### src/rtl/can_pkg.sv
// Frame geometry, field widths and FSM encoding shared by the CAN transmit path.
// The frame is 90 bits: 65 CRC-covered bits, a 15-bit CRC field, then a recessive trailer.
package can_pkg;

    localparam int ID_W   = 11;
    localparam int CTRL_W = 7;
    localparam int ADDR_W = 15;
    localparam int DATA_W = 16;
    localparam int PAD_W  = 14;
    localparam int CRC_W  = 15;

    // First transmitted index of each frame field.
    localparam int SOF_IDX       = 0;
    localparam int ID_IDX        = 1;
    localparam int CTRL_IDX      = 12;
    localparam int RW_IDX        = 19;
    localparam int ADDR_IDX      = 20;
    localparam int DATA_IDX      = 35;
    localparam int PAD_IDX       = 51;
    localparam int CRC_IDX       = 65;
    localparam int CRC_DELIM_IDX = 80;
    localparam int ACK_IDX       = 81;
    localparam int ACK_DELIM_IDX = 82;
    localparam int EOF_IDX       = 83;

    localparam int   FRAME_BITS     = 90;
    localparam int   CRC_COVER_BITS = 65;
    localparam int   CNT_W          = 7;
    localparam logic RECESSIVE      = 1'b1;

    typedef enum logic [2:0] {
        IDLE,
        START,
        PAYLOAD,
        CRC,
        TRAILER
    } tx_state_t;

    typedef logic [CRC_COVER_BITS-1:0] payload_t;

    // CRC-covered part of the frame, SOF in the MSB so it shifts out first.
    function automatic payload_t pack_payload(
        input logic [ID_W-1:0]   id,
        input logic [CTRL_W-1:0] ctrl,
        input logic              rw,
        input logic [ADDR_W-1:0] addr,
        input logic [DATA_W-1:0] wdata
    );
        return {1'b0, id, ctrl, rw, addr, wdata, {PAD_W{1'b0}}};
    endfunction

endpackage

### src/rtl/can_tx_framer.sv
// Serialises one CAN frame per tx_start, feeding the external CRC-15 stage for the
// covered bits and appending the CRC it returns, then the recessive trailer.
module can_tx_framer
    import can_pkg::*;
#(
    parameter int TICK_MIN = 2
) (
    input  logic              clk,
    input  logic              n_rst,
    input  logic              bit_tick,
    input  logic              tx_start,
    input  logic [ID_W-1:0]   tx_id,
    input  logic [CTRL_W-1:0] tx_ctrl,
    input  logic              tx_rw,
    input  logic [ADDR_W-1:0] tx_addr,
    input  logic [DATA_W-1:0] tx_wdata,
    input  logic [CRC_W-1:0]  crc_in,
    output logic              tx_bit,
    output logic              crc_en,
    output logic              crc_data,
    output logic              crc_clr,
    output logic              tx_busy,
    output logic              tx_done
);

    if (TICK_MIN < 2 ||
        ID_IDX != SOF_IDX + 1 || CTRL_IDX != ID_IDX + ID_W ||
        RW_IDX != CTRL_IDX + CTRL_W || ADDR_IDX != RW_IDX + 1 ||
        DATA_IDX != ADDR_IDX + ADDR_W || PAD_IDX != DATA_IDX + DATA_W ||
        CRC_IDX != PAD_IDX + PAD_W || CRC_COVER_BITS != CRC_IDX ||
        CRC_DELIM_IDX != CRC_IDX + CRC_W || ACK_IDX != CRC_DELIM_IDX + 1 ||
        ACK_DELIM_IDX != ACK_IDX + 1 || EOF_IDX != ACK_DELIM_IDX + 1 ||
        FRAME_BITS != EOF_IDX + 7) begin : g_bad_config
        $error("can_tx_framer: TICK_MIN below 2 or inconsistent frame geometry");
    end

    localparam logic [CNT_W-1:0] LAST_COVER_CNT = CNT_W'(CRC_COVER_BITS - 1);
    localparam logic [CNT_W-1:0] FIRST_CRC_CNT  = CNT_W'(CRC_IDX);
    localparam logic [CNT_W-1:0] LAST_CRC_CNT   = CNT_W'(CRC_DELIM_IDX - 1);
    localparam logic [CNT_W-1:0] END_CNT        = CNT_W'(FRAME_BITS);

    tx_state_t        state_q;
    logic [CNT_W-1:0] cnt_q;
    payload_t         payload_q;
    logic [CRC_W-1:0] crc_sr_q;
    logic             tx_bit_q;
    logic             crc_en_q;
    logic             crc_data_q;
    logic             crc_clr_q;
    logic             tx_busy_q;
    logic             tx_done_q;

    logic             start_accept;
    logic [CRC_W-1:0] crc_src;
    logic             crc_bit_d;
    logic [CRC_W-1:0] crc_sr_d;

    assign start_accept = (state_q == IDLE) && tx_start;

    // The first CRC bit comes straight from crc_in; later ones from the captured copy.
    assign crc_src   = (cnt_q == FIRST_CRC_CNT) ? crc_in : crc_sr_q;
    assign crc_bit_d = crc_src[CRC_W-1];
    assign crc_sr_d  = crc_src << 1;

    // NOTE: sequential state uses <= so every register updates from the same pre-edge values.
    always_ff @(posedge clk) begin
        if (!n_rst) begin
            state_q    <= IDLE;
            cnt_q      <= '0;
            tx_bit_q   <= RECESSIVE;
            crc_en_q   <= 1'b0;
            crc_data_q <= 1'b0;
            crc_clr_q  <= 1'b0;
            tx_busy_q  <= 1'b0;
            tx_done_q  <= 1'b0;
        end else begin
            crc_en_q  <= 1'b0;
            crc_clr_q <= 1'b0;
            tx_done_q <= 1'b0;
            case (state_q)
                IDLE: begin
                    tx_bit_q <= RECESSIVE;
                    if (tx_start) begin
                        state_q   <= START;
                        crc_clr_q <= 1'b1;
                        tx_busy_q <= 1'b1;
                    end
                end
                START: begin
                    cnt_q   <= '0;
                    state_q <= PAYLOAD;
                end
                PAYLOAD: if (bit_tick) begin
                    tx_bit_q   <= payload_q[CRC_COVER_BITS-1];
                    crc_data_q <= payload_q[CRC_COVER_BITS-1];
                    crc_en_q   <= 1'b1;
                    cnt_q      <= cnt_q + 1'b1;
                    if (cnt_q == LAST_COVER_CNT) state_q <= CRC;
                end
                CRC: if (bit_tick) begin
                    tx_bit_q <= crc_bit_d;
                    cnt_q    <= cnt_q + 1'b1;
                    if (cnt_q == LAST_CRC_CNT) state_q <= TRAILER;
                end
                TRAILER: if (bit_tick) begin
                    // The counter parks one past the last index until the closing tick.
                    if (cnt_q == END_CNT) begin
                        state_q   <= IDLE;
                        tx_busy_q <= 1'b0;
                        tx_done_q <= 1'b1;
                    end else begin
                        tx_bit_q <= RECESSIVE;
                        cnt_q    <= cnt_q + 1'b1;
                    end
                end
                default: state_q <= IDLE;
            endcase
        end
    end

    // NOTE: the field and CRC shift registers carry no reset; each is loaded before it is shifted out.
    always_ff @(posedge clk) begin
        if (start_accept) begin
            payload_q <= pack_payload(tx_id, tx_ctrl, tx_rw, tx_addr, tx_wdata);
        end else if (state_q == PAYLOAD && bit_tick) begin
            payload_q <= payload_q << 1;
        end
        if (state_q == CRC && bit_tick) begin
            crc_sr_q <= crc_sr_d;
        end
    end

    assign tx_bit   = tx_bit_q;
    assign crc_en   = crc_en_q;
    assign crc_data = crc_data_q;
    assign crc_clr  = crc_clr_q;
    assign tx_busy  = tx_busy_q;
    assign tx_done  = tx_done_q;

endmodule
### config.mk
export PLATFORM = sky130hd
export DESIGN_NAME = can_tx_framer
export DESIGN_NICKNAME = d
export VERILOG_FILES = /design/src/rtl/can_pkg.sv /design/src/rtl/can_tx_framer.sv
export SDC_FILE = /design/constraint.sdc
export NUM_CORES = 1
export LEC_CHECK = 0
export ABC_AREA = 1
export BUFFER_PORTS_ARGS = -buffer_cell sky130_fd_sc_hd__clkbuf_2
export CORE_AREA = 4 4 108 110
export CTS_CLUSTER_SIZE = 28
export DETAILED_ROUTE_END_ITERATION = 8
export DIE_AREA = 0 0 112 114
export GPL_TIMING_DRIVEN = 0
export PLACE_DENSITY = 0.6
export SYNTH_ARGS = -nofsm -noshare
export SYNTH_HDL_FRONTEND = slang
export SYNTH_SLANG_ARGS = --single-unit
### constraint.sdc
create_clock -name clk -period 2.5 [get_ports clk]
set_input_delay 0.25 -clock clk [delete_from_list [all_inputs] [get_ports clk]]
set_output_delay 0.25 -clock clk [all_outputs]
set_load 0.005 [all_outputs]
=== After elaboration in Yosys (flattened, before gate mapping) ===
Cells that the tools add are included.

* Add/subtract/negate cells: 1
* Equal/unequal tests: 17
* Multiplexer cells: 27
* Reduce and logical (&&, ||, !) cells: 17

{| class="wikitable"
|+ Operators by type and width
! cell !! number
|-
| $mux W64 || 2
|-
| $eq A7 B7 Y1 const B || 4
|-
| $mux W3 || 7
|-
| $mux W7 || 3
|-
| $pmux W7 S3 || 1
|-
| $ne A2 B2 Y1 const B || 8
|-
| $mux W15 || 1
|-
| $pmux W3 S5 || 1
|-
| $mux W1 || 10
|-
| $reduce_and A4 Y1 || 2
|-
| $add A7 B1 Y7 const B || 1
|-
| $reduce_and A7 Y1 || 1
|-
| $eq A3 B2 Y1 const B || 2
|-
| $reduce_and A2 Y1 || 3
|-
| $reduce_and A5 Y1 || 1
|-
| $pmux W1 S4 || 1
|-
| $reduce_bool A2 Y1 || 2
|-
| $reduce_bool A4 Y1 || 1
|-
| $eq A3 B1 Y1 const B || 1
|-
| $eq A3 B3 Y1 const B || 1
|-
| $logic_and A1 B1 Y1 || 3
|-
| $logic_not A3 Y1 || 1
|-
| $reduce_and A3 Y1 || 1
|-
| $reduce_bool A3 Y1 || 1
|-
| 3 further kinds || 3
|}

* Bits in registers: 81
* Bits of input ports: 69
* Output and inout bits: 6
* Word-level logic and storage cells: 74

=== Longest topological paths before layout ===
Gate-level depths: netlist of run 1.

* Depth in word-level cells: 4
* Depth in mapped cells: 11
* Depth with buffers taken out: 11

=== Least setup slack after synthesis of run 1 ===
No wires, ideal clock.

* Kind: register -> register
* Start point: register state_q[2]
* End point: register payload_q[14], enable pin
* Setup time: 409 ps
* Arrival time: 2,069 ps
* Required time: 2,091 ps
* Setup slack: 22 ps
* Stages on the path, launching flop included: 7
* Path buffers: 1
* Clock period less this slack: 2,478 ps
* Path through: dfxtp_1 -> nor2_1 -> nand2_1 -> nor2_2 -> inv_2 -> buf_2 -> nand2_1

* Word-level cells in the longest chain between the ends: 3
* Elaborated cells on any way between the ends: 5
* Those cells by class: eq/ne (1); reduce/logical (4)

{| class="wikitable"
|+ RTL lines
! what !! line !! text
|-
| start: declaration || can_tx_framer.sv:42 || <nowiki>tx_state_t state_q;</nowiki>
|-
| start signal: assignment || can_tx_framer.sv:68 || <nowiki>state_q <= IDLE;</nowiki>
|-
| start signal: assignment || can_tx_framer.sv:84 || <nowiki>state_q <= START;</nowiki>
|-
| start signal: assignment || can_tx_framer.sv:91 || <nowiki>state_q <= PAYLOAD;</nowiki>
|-
| $eq A3 B2 Y1 or $logic_not A3 Y1 (tied branches) || can_tx_framer.sv:125, can_tx_framer.sv:58 ||
|-
| $logic_and A1 B1 Y1, on equally long branches || can_tx_framer.sv:125, can_tx_framer.sv:58 ||
|-
| $reduce_bool A2 Y1 (no source line) * || - ||
|-
| end signal: assignment || can_tx_framer.sv:124 || <nowiki>payload_q <= pack_payload(tx_id, tx_ctrl, tx_rw, tx_addr, tx_wdata);</nowiki>
|-
| end signal: assignment || can_tx_framer.sv:126 || <nowiki>payload_q <= payload_q << 1;</nowiki>
|-
| end: declaration || can_tx_framer.sv:44 || <nowiki>payload_t payload_q;</nowiki>
|}

Every way passes the cells marked *; elsewhere a longest branch is shown, timed or not.
A chain may end at the register's enable or synchronous reset.

=== Worst setup path in the final report of run 1 ===
* Start point: register state_q[2]
* End point: register payload_q[38], enable pin

The elaborated chain is that of the path after synthesis.

==> results_dict.tcl, run 1 <==
set metrics [dict create \
    fp.dieH_um 114 \
    first_iter_violations 87 \
    fill_cells 1053 \
    antenna_found_initial 0 \
    crit_chain "nor2_1 > nand2_1 > nor2_2 > inv_2 > buf_2 > nand2_4 > buf_12" \
    cp_max_fo 38 \
    dieArea_um2 12800 \
    p_clk_frac 0.216 \
    worstSkewPairLatency_ps 340 \
    cp-start-kind "register" \
    drive_gt1_frac 0.277 \
    synthesis.area_um2 3690 \
    fmax_mhz 460 \
    n_antenna_cell 0 \
    remaining_drc_errors 0 \
    syn_to_final_growth_pct 21.9 \
    cts_root_buf "clkbuf_8" \
    final_core_util 0.420 \
    max-slew-margin-rel 0.768 \
    worstPathRequired_ps 2540 \
    synth_edf_count 64 \
    seq_area_um2 2260 \
    portBuffers 74 \
    max_stage_delay_ps 360 \
    synth_mux_area_frac 0.0397 \
    slew_violations 0 \
    wl_um 7390 \
    first_pass_iters 4 \
    rsz0062_at_grt "no" \
    synth_xor_area_frac 0 \
    p_seq_frac 0.468 \
    cp_slowest_cell "dfxtp_1" \
    finalClockSkew_ps 8.22 \
    coreArea_um2 10700 \
    start_util 0.345 \
    finalHoldViolCount 0 \
    cpLargestDelayFamily "simple AND/OR/NAND/NOR gates" \
    ys_types 24 \
    ios 75 \
    die_x_um 112 \
    status "finished clean" \
    clock-sinks 81 \
    clkTransAtPathRegs_ps 90 \
    p_per_area_nw_per_um2 1090 \
    track_usage 0.120 \
    cts_made_buffers 9 \
    ir_drop_mv 0.408 \
    synth_fa_ha_area_frac 0.0136 \
    routed-via-count 2736 \
    ys_ff_latch 81 \
    wl_per_cell_um 11.9 \
    gp_congestion 0.847 \
    worst_slew_pin_slew_ps 348 \
    p_switching_mw 1.68 \
    synth_top_family_by_area "simple AND/OR/NAND/NOR gates" \
    drt.antenna.violating_nets 0 \
    cp.arrival_ps 2210 \
    hpwl_um 5440 \
    cts_setup_buffers 0 \
    synth_area_leaders "edfxtp_1, nand2_1, dfxtp_1" \
    synth_ff_type "edfxtp_1" \
    synthesis.nets 464 \
    grt_pass1_wl_um 12400 \
    async_flop_share 0 \
    grt_pass1_vias 2760 \
    crit_type "register to register" \
    htreeDepth 3 \
    final.min_clock_period_ps 2170 \
    avgSynthCellArea_um2 9.43 \
    grt_max_degree 39 \
    synth_compound_area_frac 0.0312 \
    ys_seq_area_frac 0.613 \
    period_share 0.869 \
    finalSetupViolations 0 \
    syn_inst 391 \
    multi_input_area_um2 1280 \
    cts_buffer_depth 2 \
    overflow 0 \
    ys_warn_count 0 \
    leakagePower_nw 2.02 \
    min_path_type "input port to register" \
    synth.top_cell.area_share 0.521 \
    p_total_mw 4.91 \
    worst_setup_path_end_kind "register" \
    cts_tree "done" \
    via_per_inst 4.39 \
    cell_internal_pwr_mw 3.22 \
    synth_common_cells "nand2_1, edfxtp_1, nor2_1" \
    cts-hold-fix-buffers 0 \
    synth_simple_gate_area_frac 0.258 \
    drv_cap 0 \
    worst-path-buf-inv 3 \
    switching_share 0.343 \
    synth_area_leader_cell "edfxtp_1" \
    nNetsFinal 551 \
    pwr-share-comb 0.315 \
    num_rows 38 \
    yosysMostFrequentCell "nand2_1" \
]
## kinds of logic (layout without fill, tap and decap cells)
group,Yosys count,after routing
multiplexers,13,13
AO/OA/AOI/OAI,22,22
flip-flops,81,81
adder cells (fa/ha/maj),4,4
AND/OR/NAND/NOR,236,236
buffers and inverters,35,127
## tightest hold or removal path: cells and delay by family
family / cells / cell delay, ps
and+or+nand+nor: 2 / 90
buffers and inverters: 1 / 80
## layout by cell type (no fill, tap or decap), drive strengths merged, types with 2 or more instances in the layout
cell type,count
buf,13
a21oi,9
inv,25
mux2,13
clkinvlp,3
clkbuf,84
ha,4
edfxtp,64
nor3,4
nand3,9
nand2,188
bufinv,2
o21ai,11
nor2,33
dfxtp,17
## worst paths after layout
check	start	end	slack, ps	cells after the start
worst max-delay path	state_q[2]	payload_q[38]	330	7
worst min-delay path	tx_wdata[6]	payload_q[20]	170	3
worst max register to register	state_q[2]	payload_q[38]	330	7
worst min register to register	payload_q[63]	payload_q[64]	490	2
## routing by layer
layer  global-route usage  part of all wire
met5                    0                 0
met4               0.0441             0.015
met3               0.0350             0.054
met2                0.183              0.44
met1                0.163              0.49
## metrics by stage
stage / cell area [µm²] / hold slack [ps] / setup WS (ps) / std cells / setup TNS, ps
6_report: 4500 / 169 / 328 / 623 / 0
5_1_grt: 4500 / 155 / 88.6 / 623 / 0
4_1_cts: 4490 / 143 / 147 / 623 / 0
3_5_place_dp: 4270 / 472 / 150 / 607 / 0
3_3_place_gp: 4230 / 462 / -846 / 605 / -42150
2_1_floorplan: 3690 / 334 / 22.3 / 391 / 0
## state kept, by name, indices dropped and copies added (netlist names)
signal     cells
crc_en         1
tx_done        1
crc_data       1
crc_clr        1
state_q        3
tx_bit         1
crc_sr_q      14
cnt_q          7
payload_q     51
tx_busy        1
## power groups by stage
stage | Clock [mW] | Combinational [mW] | Sequential [mW]
6_report | 1.06 | 1.55 | 2.30
5_1_grt | 1.14 | 1.81 | 2.34
3_5_place_dp | 0 | 1.57 | 2.33
2_1_floorplan | 0 | 1.13 | 2.30
4_1_cts | 1.09 | 1.58 | 2.30
3_3_place_gp | 0 | 1.49 | 2.34
## area by class of cell
type	count	share of cell area
Multi-Input combinational cell	275	0.284
Sequential cell	81	0.503
Inverter	24	0.0206
Tap cell	140	0.0390
Timing Repair Buffer	76	0.0893
Clock buffer	10	0.0284
Buffer	11	0.0156
Clock inverter	6	0.0203
## repair_timing
item,4_1_cts,5_1_grt
endpoints found under the hold margin,0,0
gates resized for setup,0,1
setup endpoints to repair,0,38
(Power assumes the default switching activity.)
==> run 2: changes to the inputs <==
- CTS_BUF_LIST: unset -> sky130_fd_sc_hd__clkbuf_16
==> run 2 against run 1 <==
  * Sequential share of layout area decreased by 1.1 points
  * Sequential cell count unchanged
  * Combinational power hardly changed
  * Global-route usage is 0.31 points higher
  * Register-to-register slack barely moved
  * Die area is the same
  * Via count increased by 1.4%
==> results_dict.tcl, run 2 (same netlist as run 1, synthesis figures left out) <==
set metrics [dict create \
    worst_slew_pin_slew_ps 346 \
    die_x_um 112 \
    fmax_mhz 461 \
    first_pass_iters 4 \
    busiest_layer "met2" \
    wl_um 7520 \
    cts_setup_buffers 0 \
    drv_cap 0 \
    first_iter_violations 94 \
    crit_type "register to register" \
    layout_commonest_cell "nand2_1" \
    rsz0062_at_grt "no" \
    cts_root_buf "clkbuf_16" \
    grt_pass1_wl_um 12700 \
    top_regs "payload_q (51), crc_sr_q (14), cnt_q (7)" \
    fp.dieH_um 114 \
    worstSkewPairLatency_ps 330 \
    num_rows 38 \
    worstPathRequired_ps 2520 \
    coreArea_um2 10700 \
    met2_usage 0.184 \
    hold_end "payload_q[20]" \
    min_path_type "input port to register" \
    clkTransAtPathRegs_ps 60 \
    syn_to_final_growth_pct 24.7 \
    r2r_end "payload_q[32]" \
    antenna_found_initial 0 \
    met1_usage 0.171 \
    n_antenna_cell 0 \
    reg2reg_slack_ps 330 \
    via_per_inst 4.45 \
    pre_cts_ws_ps 150 \
    max_flop_register "payload_q" \
    fin_ws_ps 332 \
    crit_chain "nor2_1 > nand2_1 > nor2_2 > inv_2 > buf_2 > nand2_4 > buf_12" \
    portBuffers 74 \
    fin_area_um2 4600 \
    p_per_area_nw_per_um2 1140 \
    start_util 0.345 \
    grt_pass1_vias 2749 \
    slew_violations 0 \
    worstHoldStart "tx_wdata[6]" \
    max_stage_delay_ps 350 \
    gp_congestion 0.847 \
    whs_ps 186 \
    cts_made_buffers 9 \
    cpLargestDelayFamily "simple AND/OR/NAND/NOR gates" \
    hpwl_um 5440 \
    grt_max_degree 39 \
    period_share 0.867 \
    ios 75 \
    final_core_util 0.430 \
    cp.arrival_ps 2190 \
    cp_max_fo 38 \
    finalSetupViolations 0 \
    mostFrequentLayoutCells "nand2_1, clkbuf_2, edfxtp_1, nor2_1, inv_1" \
    p_switching_mw 1.73 \
    dieArea_um2 12800 \
    switching_share 0.328 \
    postPlaceCellArea_um2 4270 \
    cp-start-kind "register" \
    cts_buffer_depth 2 \
    routed-via-count 2773 \
    max-slew-margin-rel 0.769 \
    clock-sinks 81 \
    cts_tree "done" \
    grtUsageMet3 0.0350 \
    ir_drop_mv 0.424 \
    r2r_cells 7 \
    cell_internal_pwr_mw 3.53 \
    p_clk_frac 0.268 \
    tns_ps 0 \
    final.min_clock_period_ps 2170 \
    overflow 0 \
    nNetsFinal 551 \
    leakagePower_nw 2.07 \
    status "finished clean" \
    remaining_drc_errors 0 \
    largest_register_ffs 51 \
    critical_path_depth 7 \
    wl_per_cell_um 12.1 \
    pwr-share-comb 0.295 \
    drt.antenna.violating_nets 0 \
    r2r-start "state_q[2]" \
    worst_setup_path_end_kind "register" \
    finalHoldViolCount 0 \
    cp_slowest_cell "dfxtp_1" \
    p_seq_frac 0.437 \
    finalClockSkew_ps 6.88 \
    track_usage 0.123 \
    worst-path-buf-inv 3 \
    drive_gt1_frac 0.277 \
    hold_depth 3 \
    htreeDepth 3 \
]
## run 2: cell count changes in the layout (fill, tap and decap cells not counted), sizes merged
| cell | before | now |
|---|---|---|
| clkbuf | 84 | 83 |
| inv | 25 | 26 |
## run 2: timing repair
action / CTS / global route
gates resized for setup: 0 / 1
hold buffers: 0 / 0
endpoints found under the setup margin: 0 / 38
## run 2: power groups by stage
stage	sequential (mW)	clock, mW	combinational (mW)
6_report	2.30	1.41	1.55
5_1_grt	2.34	1.50	1.81
4_1_cts	2.31	1.44	1.58
3_5_place_dp	2.33	0	1.57
3_3_place_gp	2.34	0	1.49
2_1_floorplan	2.30	0	1.13
## run 2: stage by stage
stage	power, mW	cells
after floorplan	3.43	391
after global placement	3.83	605
after detailed placement	3.90	607
after CTS	5.32	623
after global routing	5.66	623
final	5.26	623
## run 2: tightest hold or removal path, cell delays in order
cell and delay (ps):
clkbuf_2 80, nand2_1 40, nand2_1 50
## run 2: routing by layer
| layer | vias to the layer above | share of wire |
|---|---|---|
| li1 | 1443 | - |
| met1 | 1246 | 0.48 |
| met5 | - | 0 |
| met2 | 75 | 0.45 |
| met4 | 0 | 0.013 |
| met3 | 9 | 0.058 |
## run 2: worst max-delay path by stage
stage / from / end / slack, ps
after floorplan: state_q[2] / payload_q[14] / 20
after global placement: state_q[2] / payload_q[33] / -850
after detailed placement: state_q[2] / payload_q[35] / 150
after CTS: state_q[2] / payload_q[40] / 150
after global routing: state_q[2] / payload_q[41] / 80
final: state_q[2] / payload_q[32] / 330
## run 2: area by class of cell
cell class,instances,area (µm²)
Buffer,11,70.1
Clock buffer,9,225
Clock inverter,7,95.1
Fill cell,1037,6100
Inverter,24,92.6
Multi-Input combinational cell,275,1280
Sequential cell,81,2260
Tap cell,140,175
Timing Repair Buffer,76,402
==> run 3: changes to the inputs <==
- CTS_BUF_LIST: sky130_fd_sc_hd__clkbuf_16 -> sky130_fd_sc_hd__clkbuf_4
- SLEW_MARGIN: unset -> 20
==> run 3 against run 2 <==
  * Largest cell class unchanged
  * Critical path depth decreased by 1
  * Via count decreased by 0.83%
  * Critical endpoint is now payload_q[35]
  * Largest power group unchanged
  * Critical path type unchanged
  * Sequential cell count unchanged
  * Sequential power about the same
  * Count of clock-buffer cells in the layout increased by 1
  * Die area unchanged
==> results_dict.tcl, run 3 (same netlist as run 1, synthesis figures left out) <==
set metrics [dict create \
    cts_root_buf "clkbuf_4" \
    wl_per_cell_um 11.8 \
    worst-path-buf-inv 2 \
    gp_congestion 0.847 \
    worstPathRequired_ps 2560 \
    fin_area_um2 4350 \
    coreArea_um2 10700 \
    min_path_type "input port to register" \
    max-slew-margin-rel 0.558 \
    dieArea_um2 12800 \
    worst_slew_pin_slew_ps 663 \
    start_util 0.345 \
    grt_pass1_wl_um 12300 \
    mostFrequentLayoutCells "nand2_1, clkbuf_2, edfxtp_1, nor2_1, inv_1" \
    max_stage_delay_ps 500 \
    slew_violations 0 \
    first_iter_violations 71 \
    via_per_inst 4.42 \
    cp_slowest_cell "nand2_4" \
    cp_max_fo 50 \
    fp.dieH_um 114 \
    worstSkewPairLatency_ps 420 \
    hpwl_um 5420 \
    remaining_drc_errors 0 \
    finalHoldViolCount 0 \
    wl_um 7350 \
    clkTransAtPathRegs_ps 130 \
    pwr-share-comb 0.339 \
    dp.cells 606 \
    track_usage 0.121 \
    overflow 0 \
    crit_chain "nor2_1 > nand2_1 > nor2_2 > inv_2 > buf_2 > nand2_4" \
    postPlaceCellArea_um2 4250 \
    antenna_found_initial 0 \
    cts_setup_buffers 0 \
    ctsResizeCount 0 \
    ios 75 \
    layout_commonest_cell "nand2_1" \
    drive_gt1_frac 0.270 \
    drv_cap 0 \
    switching_share 0.362 \
    num_rows 38 \
    p_seq_frac 0.519 \
    max_flop_register "payload_q" \
    cp-start-kind "register" \
    finalClockSkew_ps 12.1 \
    finalSetupViolations 0 \
    htreeDepth 3 \
    top_regs "payload_q (51), crc_sr_q (14), cnt_q (7)" \
    period_share 0.913 \
    cts_tree "done" \
    cts-hold-fix-buffers 0 \
    crit_type "register to register" \
    n_antenna_cell 0 \
    grt_max_degree 51 \
    fmax_mhz 438 \
    portBuffers 74 \
    routed-via-count 2750 \
    grt_pass1_vias 2830 \
    p_clk_frac 0.142 \
    worst_setup_path_end_kind "register" \
    syn_to_final_growth_pct 18.0 \
    p_switching_mw 1.60 \
    leakagePower_nw 1.97 \
    drt.antenna.violating_nets 0 \
    fill_cells 1084 \
    cts_buffer_depth 2 \
    clock-sinks 81 \
    rsz0062_at_grt "no" \
    tns_ps 0 \
    ir_drop_mv 0.402 \
    nNetsFinal 550 \
    cell_internal_pwr_mw 2.83 \
    largest_register_ffs 51 \
    cp.arrival_ps 2340 \
    cpLargestDelayFamily "simple AND/OR/NAND/NOR gates" \
    p_per_area_nw_per_um2 1020 \
    first_pass_iters 6 \
    cts_made_buffers 9 \
    whs_ps 90.1 \
    die_x_um 112 \
    status "finished clean" \
    final.min_clock_period_ps 2280 \
    p_total_mw 4.43 \
    layout.cells.non_filler 622 \
]
[run 3: changes by cell type in the layout (fill, tap and decap cells not counted), sizes merged]
cell	change
clkinv	+6
clkinvlp	-3
bufinv	-2
inv	-2
buf	-1
clkbuf	+1
[run 3: worst register-to-register path: stages (launching register included)]
cell	delay [ps]
dfxtp_1	380
nor2_1	210
nand2_1	110
nor2_2	280
inv_2	170
buf_2	230
nand2_4	500
[run 3: final timing paths]
kind                                  from            end  slack, ps  depth (start not counted)
worst max-delay path            state_q[2]  payload_q[35]        220                          6
worst min register to register     tx_busy        tx_busy        480                          2
worst min-delay path            tx_ctrl[6]  payload_q[52]         90                          3
worst max register to register  state_q[2]  payload_q[35]        220                          6
[run 3: area by class of cell]
| cell class | count | area, µm² | share of cell area |
|---|---|---|---|
| clock buffer | 10 | 75.1 | 0.0172 |
| multi-input combinational | 275 | 1280 | 0.293 |
| inverter | 24 | 92.6 | 0.0213 |
| sequential | 81 | 2260 | 0.520 |
| timing repair buffer | 75 | 378 | 0.0868 |
| buffer | 11 | 70.1 | 0.0161 |
| tap | 140 | 175 | 0.0402 |
| clock inverter | 6 | 25.0 | 0.00575 |
[run 3: stage by stage]
stage           util  worst slack (ps)
6_report       0.407               218
5_1_grt        0.407              3.77
4_1_cts        0.407               160
3_5_place_dp   0.398               185
3_3_place_gp   0.396              -846
2_1_floorplan      -              22.3
[run 3: metal layers]
| metal | global-route usage | share of wire |
|---|---|---|
| met1 | 0.158 | 0.49 |
| met2 | 0.187 | 0.44 |
| met3 | 0.0329 | 0.052 |
| met4 | 0.0593 | 0.017 |
| met5 | 0 | 0 |
[run 3: power groups by stage]
stage	combinational [mW]	sequential, mW	clock (mW)
finish	1.50	2.30	0.630
global route	1.76	2.35	0.721
CTS	1.54	2.31	0.664
detailed placement	1.53	2.33	0
global placement	1.49	2.34	0
floorplan	1.13	2.30	0
